==> config.mk <==
export PLATFORM = sky130hd
export DESIGN_NAME = mdu_alu_control_flat
export DESIGN_NICKNAME = d
export VERILOG_FILES = /design/src/rtl/mdu_pkg.sv /design/src/rtl/mdu_alu_control_if.sv /design/src/rtl/mdu_iter_core.sv /design/src/rtl/mdu_alu_control.sv /design/src/flat_wrapper.sv
export SDC_FILE = /design/constraint.sdc
export NUM_CORES = 1
export LEC_CHECK = 0
export ABC_AREA = 1
export ABC_CLOCK_PERIOD_IN_PS = 11900
export BUFFER_PORTS_ARGS = -buffer_cell sky130_fd_sc_hd__buf_2
export CORE_ASPECT_RATIO = 1.4
export CORE_UTILIZATION = 40
export CTS_BUF_LIST = sky130_fd_sc_hd__clkbuf_8 sky130_fd_sc_hd__clkbuf_16
export DETAILED_ROUTE_END_ITERATION = 6
export PLACE_DENSITY_LB_ADDON = 0.05
export SETUP_SLACK_MARGIN = 0.5
export SYNTH_ARGS = -nofsm -noshare
export SYNTH_HDL_FRONTEND = slang
export SYNTH_SLANG_ARGS = --single-unit
==> constraint.sdc <==
create_clock -name i_clk -period 11.9 [get_ports i_clk]
set_clock_uncertainty 0.15 [all_clocks]
set_input_delay 0.595 -clock i_clk [delete_from_list [all_inputs] [get_ports i_clk]]
set_output_delay 0.595 -clock i_clk [all_outputs]
set_load 0.05 [all_outputs]
==> src/rtl/mdu_pkg.sv <==
// Shared encodings for the ALU control / multiply-divide unit.
package mdu_pkg;

  localparam logic [2:0] ALUOP_ADD   = 3'b000;
  localparam logic [2:0] ALUOP_AND   = 3'b001;
  localparam logic [2:0] ALUOP_FUNCT = 3'b010;
  localparam logic [2:0] ALUOP_OR    = 3'b011;
  localparam logic [2:0] ALUOP_XOR   = 3'b100;
  localparam logic [2:0] ALUOP_LUI   = 3'b101;
  localparam logic [2:0] ALUOP_SUBU  = 3'b110;
  localparam logic [2:0] ALUOP_SLT   = 3'b111;

  localparam logic [5:0] FUNCT_MFHI  = 6'b010000;
  localparam logic [5:0] FUNCT_MTHI  = 6'b010001;
  localparam logic [5:0] FUNCT_MFLO  = 6'b010010;
  localparam logic [5:0] FUNCT_MTLO  = 6'b010011;
  localparam logic [5:0] FUNCT_MULT  = 6'b011000;
  localparam logic [5:0] FUNCT_MULTU = 6'b011001;
  localparam logic [5:0] FUNCT_DIV   = 6'b011010;
  localparam logic [5:0] FUNCT_DIVU  = 6'b011011;

  localparam logic [5:0] SEL_ADD  = 6'b100000;
  localparam logic [5:0] SEL_AND  = 6'b100100;
  localparam logic [5:0] SEL_OR   = 6'b100101;
  localparam logic [5:0] SEL_XOR  = 6'b100110;
  localparam logic [5:0] SEL_LUI  = 6'b110110;
  localparam logic [5:0] SEL_SUBU = 6'b100011;
  localparam logic [5:0] SEL_SLT  = 6'b101010;

  typedef enum logic [1:0] {
    ST_IDLE = 2'd0,
    ST_BUSY = 2'd1,
    ST_DONE = 2'd2
  } mdu_state_e;

  // MULT/MULTU/DIV/DIVU share the 0110xx prefix: bit 1 selects divide, bit 0 unsigned.
  function automatic logic is_mdu_op(input logic [5:0] funct);
    return funct[5:2] == 4'b0110;
  endfunction

endpackage

==> src/rtl/mdu_alu_control_if.sv <==
// EX-stage bus between the pipeline and the ALU control / MDU block.
interface mdu_alu_control_if #(
  parameter int ALU_OP = 3,
  parameter int FUNCT  = 6,
  parameter int DATA_W = 32
);
  logic              i_valid_E;
  logic [ALU_OP-1:0] i_alu_op_MC;
  logic [FUNCT-1:0]  i_instr_funct_E;
  logic [DATA_W-1:0] i_rs_data;
  logic [DATA_W-1:0] i_rt_data;
  logic [FUNCT-1:0]  o_alu_sel_AC;
  logic              o_stall_MDU;
  logic [DATA_W-1:0] o_hi;
  logic [DATA_W-1:0] o_lo;
  logic              o_mdu_done;
  logic              o_div_by_zero;

  modport master (
    output i_valid_E, i_alu_op_MC, i_instr_funct_E, i_rs_data, i_rt_data,
    input  o_alu_sel_AC, o_stall_MDU, o_hi, o_lo, o_mdu_done, o_div_by_zero
  );

  modport slave (
    input  i_valid_E, i_alu_op_MC, i_instr_funct_E, i_rs_data, i_rt_data,
    output o_alu_sel_AC, o_stall_MDU, o_hi, o_lo, o_mdu_done, o_div_by_zero
  );
endinterface

==> src/rtl/mdu_iter_core.sv <==
// Iterative unsigned datapath: one shift-add multiply or restoring-divide step per cycle.
// The accumulator holds {partial_hi, partial_lo} for multiply and {remainder, quotient} for divide.
module mdu_iter_core #(
  parameter int DATA_W = 32
) (
  input  logic                clk,
  input  logic                rst_n,
  input  logic                start,
  input  logic                step,
  input  logic                is_div,
  input  logic [DATA_W-1:0]   op_a,
  input  logic [DATA_W-1:0]   op_b,
  output logic                last_step,
  output logic [2*DATA_W-1:0] acc_next
);
  localparam int CNT_W = $clog2(DATA_W);

  logic [2*DATA_W-1:0] acc_reg;
  logic [DATA_W-1:0]   operand_reg;
  logic [CNT_W-1:0]    count_reg;
  logic                div_reg;

  logic [DATA_W:0] add_sum;
  logic [DATA_W:0] sub_shift;
  logic [DATA_W:0] sub_diff;

  always_comb begin
    add_sum   = {1'b0, acc_reg[2*DATA_W-1:DATA_W]} + (acc_reg[0] ? {1'b0, operand_reg} : '0);
    // Remainder shifted left with the next dividend bit brought in.
    sub_shift = acc_reg[2*DATA_W-1:DATA_W-1];
    sub_diff  = sub_shift - {1'b0, operand_reg};
    if (div_reg) begin
      if (!sub_diff[DATA_W])
        acc_next = {sub_diff[DATA_W-1:0], acc_reg[DATA_W-2:0], 1'b1};
      else
        acc_next = {sub_shift[DATA_W-1:0], acc_reg[DATA_W-2:0], 1'b0};
    end else begin
      acc_next = {add_sum, acc_reg[DATA_W-1:1]};
    end
  end

  assign last_step = step && (count_reg == CNT_W'(DATA_W - 1));

  always_ff @(posedge clk or negedge rst_n) begin
    if (!rst_n) begin
      acc_reg     <= '0;
      operand_reg <= '0;
      count_reg   <= '0;
      div_reg     <= 1'b0;
    end else if (start) begin
      acc_reg     <= {{DATA_W{1'b0}}, (is_div ? op_a : op_b)};
      operand_reg <= is_div ? op_b : op_a;
      count_reg   <= '0;
      div_reg     <= is_div;
    end else if (step) begin
      acc_reg     <= acc_next;
      count_reg   <= count_reg + 1'b1;
    end
  end

endmodule

==> src/rtl/mdu_alu_control.sv <==
// ALU select decode plus multi-cycle multiply/divide control with HI/LO registers.
module mdu_alu_control
  import mdu_pkg::*;
#(
  parameter int ALU_OP = 3,
  parameter int FUNCT  = 6,
  parameter int DATA_W = 32
) (
  input  logic             i_clk,
  input  logic             i_reset_n,
  mdu_alu_control_if.slave bus
);

  mdu_state_e state_reg, state_next;

  logic              div_reg, neg_a_reg, neg_b_reg, dz_reg;
  logic [DATA_W-1:0] hi_reg, lo_reg, hi_next, lo_next;

  logic [5:0]        funct;
  logic [DATA_W-1:0] rs, rt, mag_a, mag_b;
  logic              is_funct_op, issue, issue_div, issue_signed, div_zero;
  logic              mt_hi, mt_lo, leave_busy;

  logic                core_start, core_step, core_last;
  logic [2*DATA_W-1:0] core_acc_next;
  logic [2*DATA_W-1:0] prod_fix;
  logic [DATA_W-1:0]   quo_fix, rem_fix;
  logic [FUNCT-1:0]    alu_sel;

  assign funct        = bus.i_instr_funct_E[5:0];
  assign rs           = bus.i_rs_data;
  assign rt           = bus.i_rt_data;
  assign is_funct_op  = bus.i_valid_E && (bus.i_alu_op_MC == ALU_OP'(ALUOP_FUNCT));
  assign issue        = (state_reg == ST_IDLE) && is_funct_op && is_mdu_op(funct);
  assign issue_div    = funct[1];
  assign issue_signed = !funct[0];
  assign div_zero     = issue && issue_div && (rt == '0);
  assign mt_hi        = (state_reg == ST_IDLE) && is_funct_op && (funct == FUNCT_MTHI);
  assign mt_lo        = (state_reg == ST_IDLE) && is_funct_op && (funct == FUNCT_MTLO);
  assign mag_a        = (issue_signed && rs[DATA_W-1]) ? -rs : rs;
  assign mag_b        = (issue_signed && rt[DATA_W-1]) ? -rt : rt;
  assign core_step    = (state_reg == ST_BUSY);
  assign leave_busy   = core_step && core_last;

  mdu_iter_core #(.DATA_W(DATA_W)) u_core (
    .clk       (i_clk),
    .rst_n     (i_reset_n),
    .start     (core_start),
    .step      (core_step),
    .is_div    (issue_div),
    .op_a      (mag_a),
    .op_b      (mag_b),
    .last_step (core_last),
    .acc_next  (core_acc_next)
  );

  // Truncating signed divide: quotient negative on sign mismatch, remainder follows the dividend.
  assign prod_fix = (neg_a_reg ^ neg_b_reg) ? -core_acc_next : core_acc_next;
  assign quo_fix  = (neg_a_reg ^ neg_b_reg) ? -core_acc_next[DATA_W-1:0] : core_acc_next[DATA_W-1:0];
  assign rem_fix  = neg_a_reg ? -core_acc_next[2*DATA_W-1:DATA_W] : core_acc_next[2*DATA_W-1:DATA_W];

  always_comb begin
    state_next = state_reg;
    core_start = 1'b0;
    case (state_reg)
      ST_IDLE: begin
        if (issue) begin
          if (div_zero) begin
            state_next = ST_DONE;
          end else begin
            state_next = ST_BUSY;
            core_start = 1'b1;
          end
        end
      end
      ST_BUSY: if (core_last) state_next = ST_DONE;
      ST_DONE: state_next = ST_IDLE;
      default: state_next = ST_IDLE;
    endcase
  end

  always_comb begin
    hi_next = hi_reg;
    lo_next = lo_reg;
    if (div_zero) begin
      hi_next = rs;
      lo_next = '1;
    end else if (leave_busy) begin
      if (div_reg) begin
        hi_next = rem_fix;
        lo_next = quo_fix;
      end else begin
        hi_next = prod_fix[2*DATA_W-1:DATA_W];
        lo_next = prod_fix[DATA_W-1:0];
      end
    end else begin
      if (mt_hi) hi_next = rs;
      if (mt_lo) lo_next = rs;
    end
  end

  always_ff @(posedge i_clk or negedge i_reset_n) begin
    if (!i_reset_n) begin
      state_reg <= ST_IDLE;
      div_reg   <= 1'b0;
      neg_a_reg <= 1'b0;
      neg_b_reg <= 1'b0;
      dz_reg    <= 1'b0;
      hi_reg    <= '0;
      lo_reg    <= '0;
    end else begin
      state_reg <= state_next;
      hi_reg    <= hi_next;
      lo_reg    <= lo_next;
      if (issue) begin
        div_reg   <= issue_div;
        neg_a_reg <= issue_signed && rs[DATA_W-1];
        neg_b_reg <= issue_signed && rt[DATA_W-1];
        dz_reg    <= div_zero;
      end
    end
  end

  always_comb begin
    alu_sel = FUNCT'(SEL_ADD);
    case (bus.i_alu_op_MC)
      ALU_OP'(ALUOP_FUNCT): alu_sel = bus.i_instr_funct_E;
      ALU_OP'(ALUOP_ADD):   alu_sel = FUNCT'(SEL_ADD);
      ALU_OP'(ALUOP_AND):   alu_sel = FUNCT'(SEL_AND);
      ALU_OP'(ALUOP_OR):    alu_sel = FUNCT'(SEL_OR);
      ALU_OP'(ALUOP_XOR):   alu_sel = FUNCT'(SEL_XOR);
      ALU_OP'(ALUOP_LUI):   alu_sel = FUNCT'(SEL_LUI);
      ALU_OP'(ALUOP_SUBU):  alu_sel = FUNCT'(SEL_SUBU);
      ALU_OP'(ALUOP_SLT):   alu_sel = FUNCT'(SEL_SLT);
      default:              alu_sel = FUNCT'(SEL_ADD);
    endcase
  end

  // Reset gating keeps stall low even while a MDU op sits on the inputs.
  assign bus.o_alu_sel_AC  = alu_sel;
  assign bus.o_stall_MDU   = i_reset_n && (issue || (state_reg == ST_BUSY));
  assign bus.o_mdu_done    = (state_reg == ST_DONE);
  assign bus.o_div_by_zero = (state_reg == ST_DONE) && dz_reg;
  assign bus.o_hi          = hi_reg;
  assign bus.o_lo          = lo_reg;

endmodule

==> src/flat_wrapper.sv <==
// flat-port wrapper written by rule: the top's interface ports become plain ports
module mdu_alu_control_flat import mdu_pkg::*;
#(
  parameter int ALU_OP = 3,
  parameter int FUNCT  = 6,
  parameter int DATA_W = 32
)
  (i_clk, i_reset_n, bus_i_valid_E, bus_i_alu_op_MC, bus_i_instr_funct_E, bus_i_rs_data, bus_i_rt_data, bus_o_alu_sel_AC, bus_o_stall_MDU, bus_o_hi, bus_o_lo, bus_o_mdu_done, bus_o_div_by_zero);
  mdu_alu_control_if #(.ALU_OP(ALU_OP), .FUNCT(FUNCT), .DATA_W(DATA_W)) bus_i ();
  input  logic i_clk;
  input  logic i_reset_n;
  input wire logic [$bits(bus_i.i_valid_E)-1:0] bus_i_valid_E;
  input wire logic [$bits(bus_i.i_alu_op_MC)-1:0] bus_i_alu_op_MC;
  input wire logic [$bits(bus_i.i_instr_funct_E)-1:0] bus_i_instr_funct_E;
  input wire logic [$bits(bus_i.i_rs_data)-1:0] bus_i_rs_data;
  input wire logic [$bits(bus_i.i_rt_data)-1:0] bus_i_rt_data;
  output wire logic [$bits(bus_i.o_alu_sel_AC)-1:0] bus_o_alu_sel_AC;
  output wire logic [$bits(bus_i.o_stall_MDU)-1:0] bus_o_stall_MDU;
  output wire logic [$bits(bus_i.o_hi)-1:0] bus_o_hi;
  output wire logic [$bits(bus_i.o_lo)-1:0] bus_o_lo;
  output wire logic [$bits(bus_i.o_mdu_done)-1:0] bus_o_mdu_done;
  output wire logic [$bits(bus_i.o_div_by_zero)-1:0] bus_o_div_by_zero;
  assign bus_i.i_valid_E = bus_i_valid_E;
  assign bus_i.i_alu_op_MC = bus_i_alu_op_MC;
  assign bus_i.i_instr_funct_E = bus_i_instr_funct_E;
  assign bus_i.i_rs_data = bus_i_rs_data;
  assign bus_i.i_rt_data = bus_i_rt_data;
  assign bus_o_alu_sel_AC = bus_i.o_alu_sel_AC;
  assign bus_o_stall_MDU = bus_i.o_stall_MDU;
  assign bus_o_hi = bus_i.o_hi;
  assign bus_o_lo = bus_i.o_lo;
  assign bus_o_mdu_done = bus_i.o_mdu_done;
  assign bus_o_div_by_zero = bus_i.o_div_by_zero;
  mdu_alu_control #(.ALU_OP(ALU_OP), .FUNCT(FUNCT), .DATA_W(DATA_W)) u_core (.i_clk(i_clk), .i_reset_n(i_reset_n), .bus(bus_i));
endmodule
After elaboration in Yosys (flattened, before gate mapping)
Index checks and enable logic that the tools add are counted.
{ "op_classes": {"div": 0, "muxes": 30, "n_shift": 0, "mul": 0, "order_cmp": 0, "n_eq_ne": 15, "n_addsub": 8, "bitwise": 1, "n_reduce_logical": 22} }
{ "ops": {"columns": ["op", "n"], "rows": [
  ["2-to-1 mux 32 bit", 15],
  ["2-to-1 mux 64 bit", 5],
  ["negation 32 bit", 4],
  ["negation 64 bit", 1],
  ["case mux 6 bit (8 select lines)", 1],
  ["adder 32 x 33 -> 33 bit", 1],
  ["subtractor 33 x 32 -> 33 bit", 1],
  ["zero test 32 bit", 1],
  ["logical AND 1 bit", 13],
  ["== test 3 bit (second input constant)", 4],
  ["== test 6 x 5 -> 1 bit (second input constant)", 2],
  ["2-to-1 mux 5 bit", 2],
  ["== test 3 x 2 -> 1 bit (second input constant)", 2],
  ["2-to-1 mux 2 bit", 3],
  ["nonzero test 3 bit", 2],
  ["adder 5 x 1 -> 5 bit (second input constant)", 1],
  ["== test 5 bit (second input constant)", 1],
  ["== test 4 x 3 -> 1 bit (second input constant)", 1],
  ["case mux 2 bit (2 select lines)", 1],
  ["== test 3 x 1 -> 1 bit (second input constant)", 1],
  ["zero test 3 bit", 1],
  ["2-to-1 mux 1 bit", 3],
  ["== test 2 x 1 -> 1 bit (second input constant)", 1],
  ["== test 2 bit (second input constant)", 1],
  ["other kinds (8)", 8]
]} }
{ "totals": {"latchBits": 0, "n_memories": 0, "regBits": 172, "elab_cells": 87, "ramBits": 0, "mem_bits_ro": 0, "output_inout_bits": 73} }

Logic depth before layout (Yosys ltp)
{ "depth": {"ltp_word": 10, "depth_mapped": 35, "mapped_depth_nobuf": 35} }

Cells and area by module
Synthesis repeated with hierarchy kept, for this count alone.
{ "hier_totals": {"hier_cells": 3179, "hier_area_um2": 18595.3} }
{ "modules_own_cells": {"columns": ["mod", "cells_each", "area_each_um2", "instances"], "rows": [
  ["mdu_iter_core", 1797, 10715.3, 1],
  ["mdu_alu_control", 1382, 7880.1, 1]
]} }

Worst setup path after synthesis
Ideal clock, no wire load.
{ "synth_path": {"path_type": "register to register", "startpoint": "register u_core.u_core.acc_reg[31]", "endpoint": "register u_core.hi_reg[20] (netlist: u_core.bus.o_hi[20])", "n_path_buf": 0, "slack_ns": 7.804, "required_ns": 11.632, "stages_incl_launch_ff": 33, "arrival_ns": 3.828, "period_less_slack_ns": 4.096, "path_cell_list": "dfrtp_1 inv_1 ha_1 fa_1 inv_2 nand2_1 nand2_1 nand3_1 nand2_2 nand2_1 nand2_2 nand2_4 nand2_4 nand2_4 nand3_2 nand2_2 inv_2 ha_1 nand3_1 nor3_2 nand4_1 nor2_1 nand3_1 nor2_1 nand4_1 o21ai_1 nand3_1 inv_2 o21ai_0 nand3_1 nand3_1 nand2_1 nand2_1"} }
{ "synth_between": {"elab_chain_len": 8} }
{ "synth_lines": {"columns": ["element", "line", "rtl"], "rows": [
  ["start, declared", "mdu_iter_core.sv:18", "logic [2*DATA_W-1:0] acc_reg;"],
  ["start signal, assigned", "mdu_iter_core.sv:51", "acc_reg <= {{DATA_W{1'b0}}, (is_div ? op_a : op_b)};"],
  ["start signal, assigned", "mdu_iter_core.sv:56", "acc_reg <= acc_next;"],
  ["subtractor 33 x 32 -> 33 bit", "mdu_iter_core.sv:31", "sub_diff = sub_shift - {1'b0, operand_reg};"],
  ["2-to-1 mux 64 bit", "mdu_iter_core.sv:33", "if (!sub_diff[DATA_W])"],
  ["2-to-1 mux 64 bit (*)", "mdu_iter_core.sv:32", "if (div_reg) begin"],
  ["negation 64 bit / negation 32 bit (equally long branches)", "mdu_alu_control.sv:58, mdu_alu_control.sv:60", null],
  ["2-to-1 mux 64 bit / 2-to-1 mux 32 bit (equally long branches)", "mdu_alu_control.sv:58, mdu_alu_control.sv:60", null],
  ["2-to-1 mux 32 bit (*)", "mdu_alu_control.sv:89", "if (div_reg) begin"],
  ["2-to-1 mux 32 bit (*)", "mdu_alu_control.sv:88", "end else if (leave_busy) begin"],
  ["2-to-1 mux 32 bit (*)", "mdu_alu_control.sv:85", "if (div_zero) begin"],
  ["end signal, assigned", "mdu_alu_control.sv:113", "hi_reg <= hi_next;"],
  ["end, declared", "mdu_alu_control.sv:17", "logic [DATA_W-1:0] hi_reg, lo_reg, hi_next, lo_next;"]
]} }
Every way passes the cells marked *; elsewhere a longest branch is shown, timed or not.
A chain may end at the register's enable or synchronous reset.

Final worst setup path
{ "layout_path": {"startpoint": "register u_core.state_reg[0]", "endpoint": "register u_core.u_core.acc_reg[26]"} }
{ "layout_between": {"elab_chain_len": 9} }
{ "layout_lines": {"columns": ["element", "line", "rtl"], "rows": [
  ["start, declared", "mdu_alu_control.sv:14", "mdu_state_e state_reg, state_next;"],
  ["start signal, assigned", "mdu_alu_control.sv:112", "state_reg <= state_next;"],
  ["zero test 2 bit", "mdu_alu_control.sv:34, mdu_alu_control.sv:65", null],
  ["logical AND 1 bit (2 in a row)", "mdu_alu_control.sv:34", "assign issue = (state_reg == ST_IDLE) && is_funct_op && is_mdu_op(funct);"],
  ["logical AND 1 bit (2 in a row)", "mdu_alu_control.sv:37", "assign div_zero = issue && issue_div && (rt == '0);"],
  ["2-to-1 mux 1 bit", "mdu_alu_control.sv:68", "if (div_zero) begin"],
  ["2-to-1 mux 1 bit", "mdu_alu_control.sv:67", "if (issue) begin"],
  ["2-to-1 mux 1 bit", "mdu_alu_control.sv:65", "case (state_reg)"],
  ["2-to-1 mux 64 bit / nonzero test 2 bit (equally long branches)", null, null]
]} }
Several ways; a longest one is shown, not always the timed one.

==> results.cfg <==
[run_status]
run_status = complete, no violations

[critical_path]
crit_buf_inv = 3
r2r-start = u_core.state_reg[0]$_DFFE_PN0P_
slowest_delay_ns = 0.99
worstPathRequired_ns = 12.09
critical_path_class = register to register
timing.rr.end = u_core.u_core.acc_reg[26]$_DFFE_PN0P_
rr_worst_depth = 11
path_max_fanout = 48
critPathLaunchType = register
crit_chain = nor2_1, nand3_1, nor4_1, inv_1, nor2_1, nor2_4, buf_4, inv_1, o21ai_0, a221oi_1, a21oi_1
arrival_ns = 5.53
cpMaxStageDelayCell = inv_1
crit_path_end_kind = register
critical_path.top_delay_family = simple AND/OR/NAND/NOR gates
rrSetupSlack_ns = 6.56

[clock_network]
root_buffer = clkbuf_16
path_clk_slew_ns = 0.08
cts_buffer_depth = 2
cts_sinks = 172
htree_levels = 4
post_cts_resized = 0
insertion_delay_ns = 0.48
numCtsBuffers = 17
tritoncts = done

[global_routing]
grt_usage_pct = 39.4
grt_max_degree = 65
grt_pass1_wl_um = 127000
antenna_found_initial = 2
overflow = 0
grt_pass1_vias = 19605

[synthesis]
synth_mux_area_share_pct = 0.0568
synth_compound_area_share_pct = 16.9
syn_inst = 2931
synthAdderAreaFrac_pct = 5.20
syn_nets = 3079
synth-seq-cells = 172
ys_seq_area_share_pct = 24.4
ys_warn_count = 0
synthSimpleGateAreaFrac_pct = 37.3
synth_cell_types = 59
synth_xor_area_share_pct = 4.33
synth_area_sq_um = 17600
syn-mean-instance-area_sq_um = 6.01
synth_top_family_by_area = simple AND/OR/NAND/NOR gates

[power_and_ir_drop]
p_leak_nw = 10.3
p_per_area_nw_per_um2 = 263
ir_worst_vdd_v = 0.000138

[placement]
io_buffers = 148
place_inst = 3563
place_ws_ns = 6.32
gp_congestion = 1.03
hpwlAfterDp_um = 70600

[timing]
hold_slack_ns = 0.259
setup_viol = 0
slew_viol_final = 0
clock.fmax_mhz = 187
worst_slack_ns = 6.56
setup_tns_ns = 0
hold_violations = 0
tightestPinTransition_ns = 1.36
relSlewSlack_pct = 8.62
post-route-period-util_pct = 44.8
fin_crit_ns = 5.34
rsz0062_at_grt = false

[routing]
via_count = 20468
postRouteAntennaNets = 0
first_iter_violations = 2077
drc = 0
wl_per_cell_um = 24.4
first_pass_iters = 6
wl_um = 87900
vias_per_cell = 5.69

[run]
drv_cap = 0

[floorplanning]
core-area_sq_um = 43200
fp-row-count = 90
initial_utilization_pct = 40.7
fp.dieW_um = 179
dieHeight_um = 250
ios = 149
dieArea_sq_um = 44900

[min_path]
hold_class = input pin to register
holdPathStages = 3
min_from = bus_i_rt_data[0]
min_to = u_core.u_core.acc_reg[0]$_DFFE_PN0P_

[cells_and_area]
drive_gt1_share_pct = 9.53
final_common_cell = nand2_1
layoutNonFillerInstCount = 3598
fillers = 4736
largest_reg_flops = 64
regArea_sq_um = 4310
multi_input_area_sq_um = 11300
syn2layout_area_growth_pct = 10.3
nets = 3179
final_cell_mix = nand2_1 (902), inv_1 (430), nor2_1 (277)
[per-layer routing]
layer	GRT usage [%]	vias to the layer above	share of wire (%)
met5	0	-	0.015
met4	32.8	2	9.5
met3	4.92	281	5.8
met2	65.8	911	48
met1	44.0	9624	37
li1	-	9650	-
[report_power, final]
| part | internal (mW) | switching, mW |
|---|---|---|
| clock network | 0.309 | 0.280 |
| registers | 0.744 | 0.173 |
| logic | 0.946 | 2.65 |
| total | 2.00 | 3.10 |
[through the flow]
stage	instance area (sq um)	util (%)	total power, mW
3_5_place_dp	18800	43.6	4.41
5_1_grt	19400	44.9	5.40
3_3_place_gp	18800	43.6	4.41
6_report	19400	44.9	5.10
4_1_cts	19400	44.9	5.01
2_1_floorplan	17600	-	3.16
[synthesized netlist by cell type (all sizes together)]
cell type  number  area [sq um]
inv           442          1660
xor2           69           604
a211oi          1          7.51
or2            14          87.6
nor2          306          1230
dfrtp         172          4300
fa              2          40.0
o21ai         197           990
a221oi          3          26.3
o22ai          37           231
xnor2          18           158
nand3         207          1070
o211ai         19           143
and3            1          6.26
nor4           10          62.6
nand3b         18           135
a32oi          10          87.6
ha             70           876
a211o           1          8.76
buf            32           174
nor3           33           180
a31oi           9          56.3
o2111ai         6          52.6
and2            4          25.0
a21oi         163           838
o22a            3          26.3
o21a            7          52.6
mux2i           1          10.0
nand4          34           213
nand2         924          3560
clkinv          3          11.3
a22o            2          17.5
a22oi           9          67.6
o221ai         16           140
o311ai          1          8.76
clkbuf         58           218
a2bb2oi         3          26.3
o21bai         14           105
o31ai           1          7.51
a21o            9          67.6
a221o           2          20.0
[cell families after synthesis]
family	Yosys count
xor+xnor	87
mux	1
buf+inv	535
simple gates	1551
flops	172
compound gates	513
fa+ha+maj	72
[worst min-delay path, stage by stage]
cell	delay, ns
buf_2	0.09
nand2_1	0.06
o2111ai_1	0.09
[layout make-up]
class	instances	share of cell area, %
Antenna cell	2	0.0258
Clock buffer	17	2.19
Clock inverter	15	0.773
Inverter	445	8.60
Multi-Input combinational cell	2224	57.9
Sequential cell	172	22.2
Tap cell	552	3.56
Timing Repair Buffer	171	4.75
[worst max path at each step]
stage / start / to / cells after the start
floorplan: u_core.u_core.acc_reg[31]$_DFFE_PN0P_ / u_core.bus.o_hi[20]$_DFFE_PN0P_ / 32
global placement: bus_i_alu_op_MC[0] / u_core.u_core.operand_reg[22]$_DFFE_PN0P_ / 9
detailed placement: bus_i_alu_op_MC[0] / u_core.u_core.acc_reg[26]$_DFFE_PN0P_ / 12
CTS: u_core.u_core.div_reg$_DFFE_PN0P_ / u_core.bus.o_hi[20]$_DFFE_PN0P_ / 20
global route: u_core.u_core.acc_reg[31]$_DFFE_PN0P_ / u_core.bus.o_hi[24]$_DFFE_PN0P_ / 30
finish: u_core.state_reg[0]$_DFFE_PN0P_ / u_core.u_core.acc_reg[26]$_DFFE_PN0P_ / 11
[what timing repair did]
action | 4_1_cts | 5_1_grt
endpoints found under the hold margin | 44 | 0
setup buffers | 0 | 0
hold buffers | 1 | 0
No activity file was read; power rests on OpenSTA's default activity.
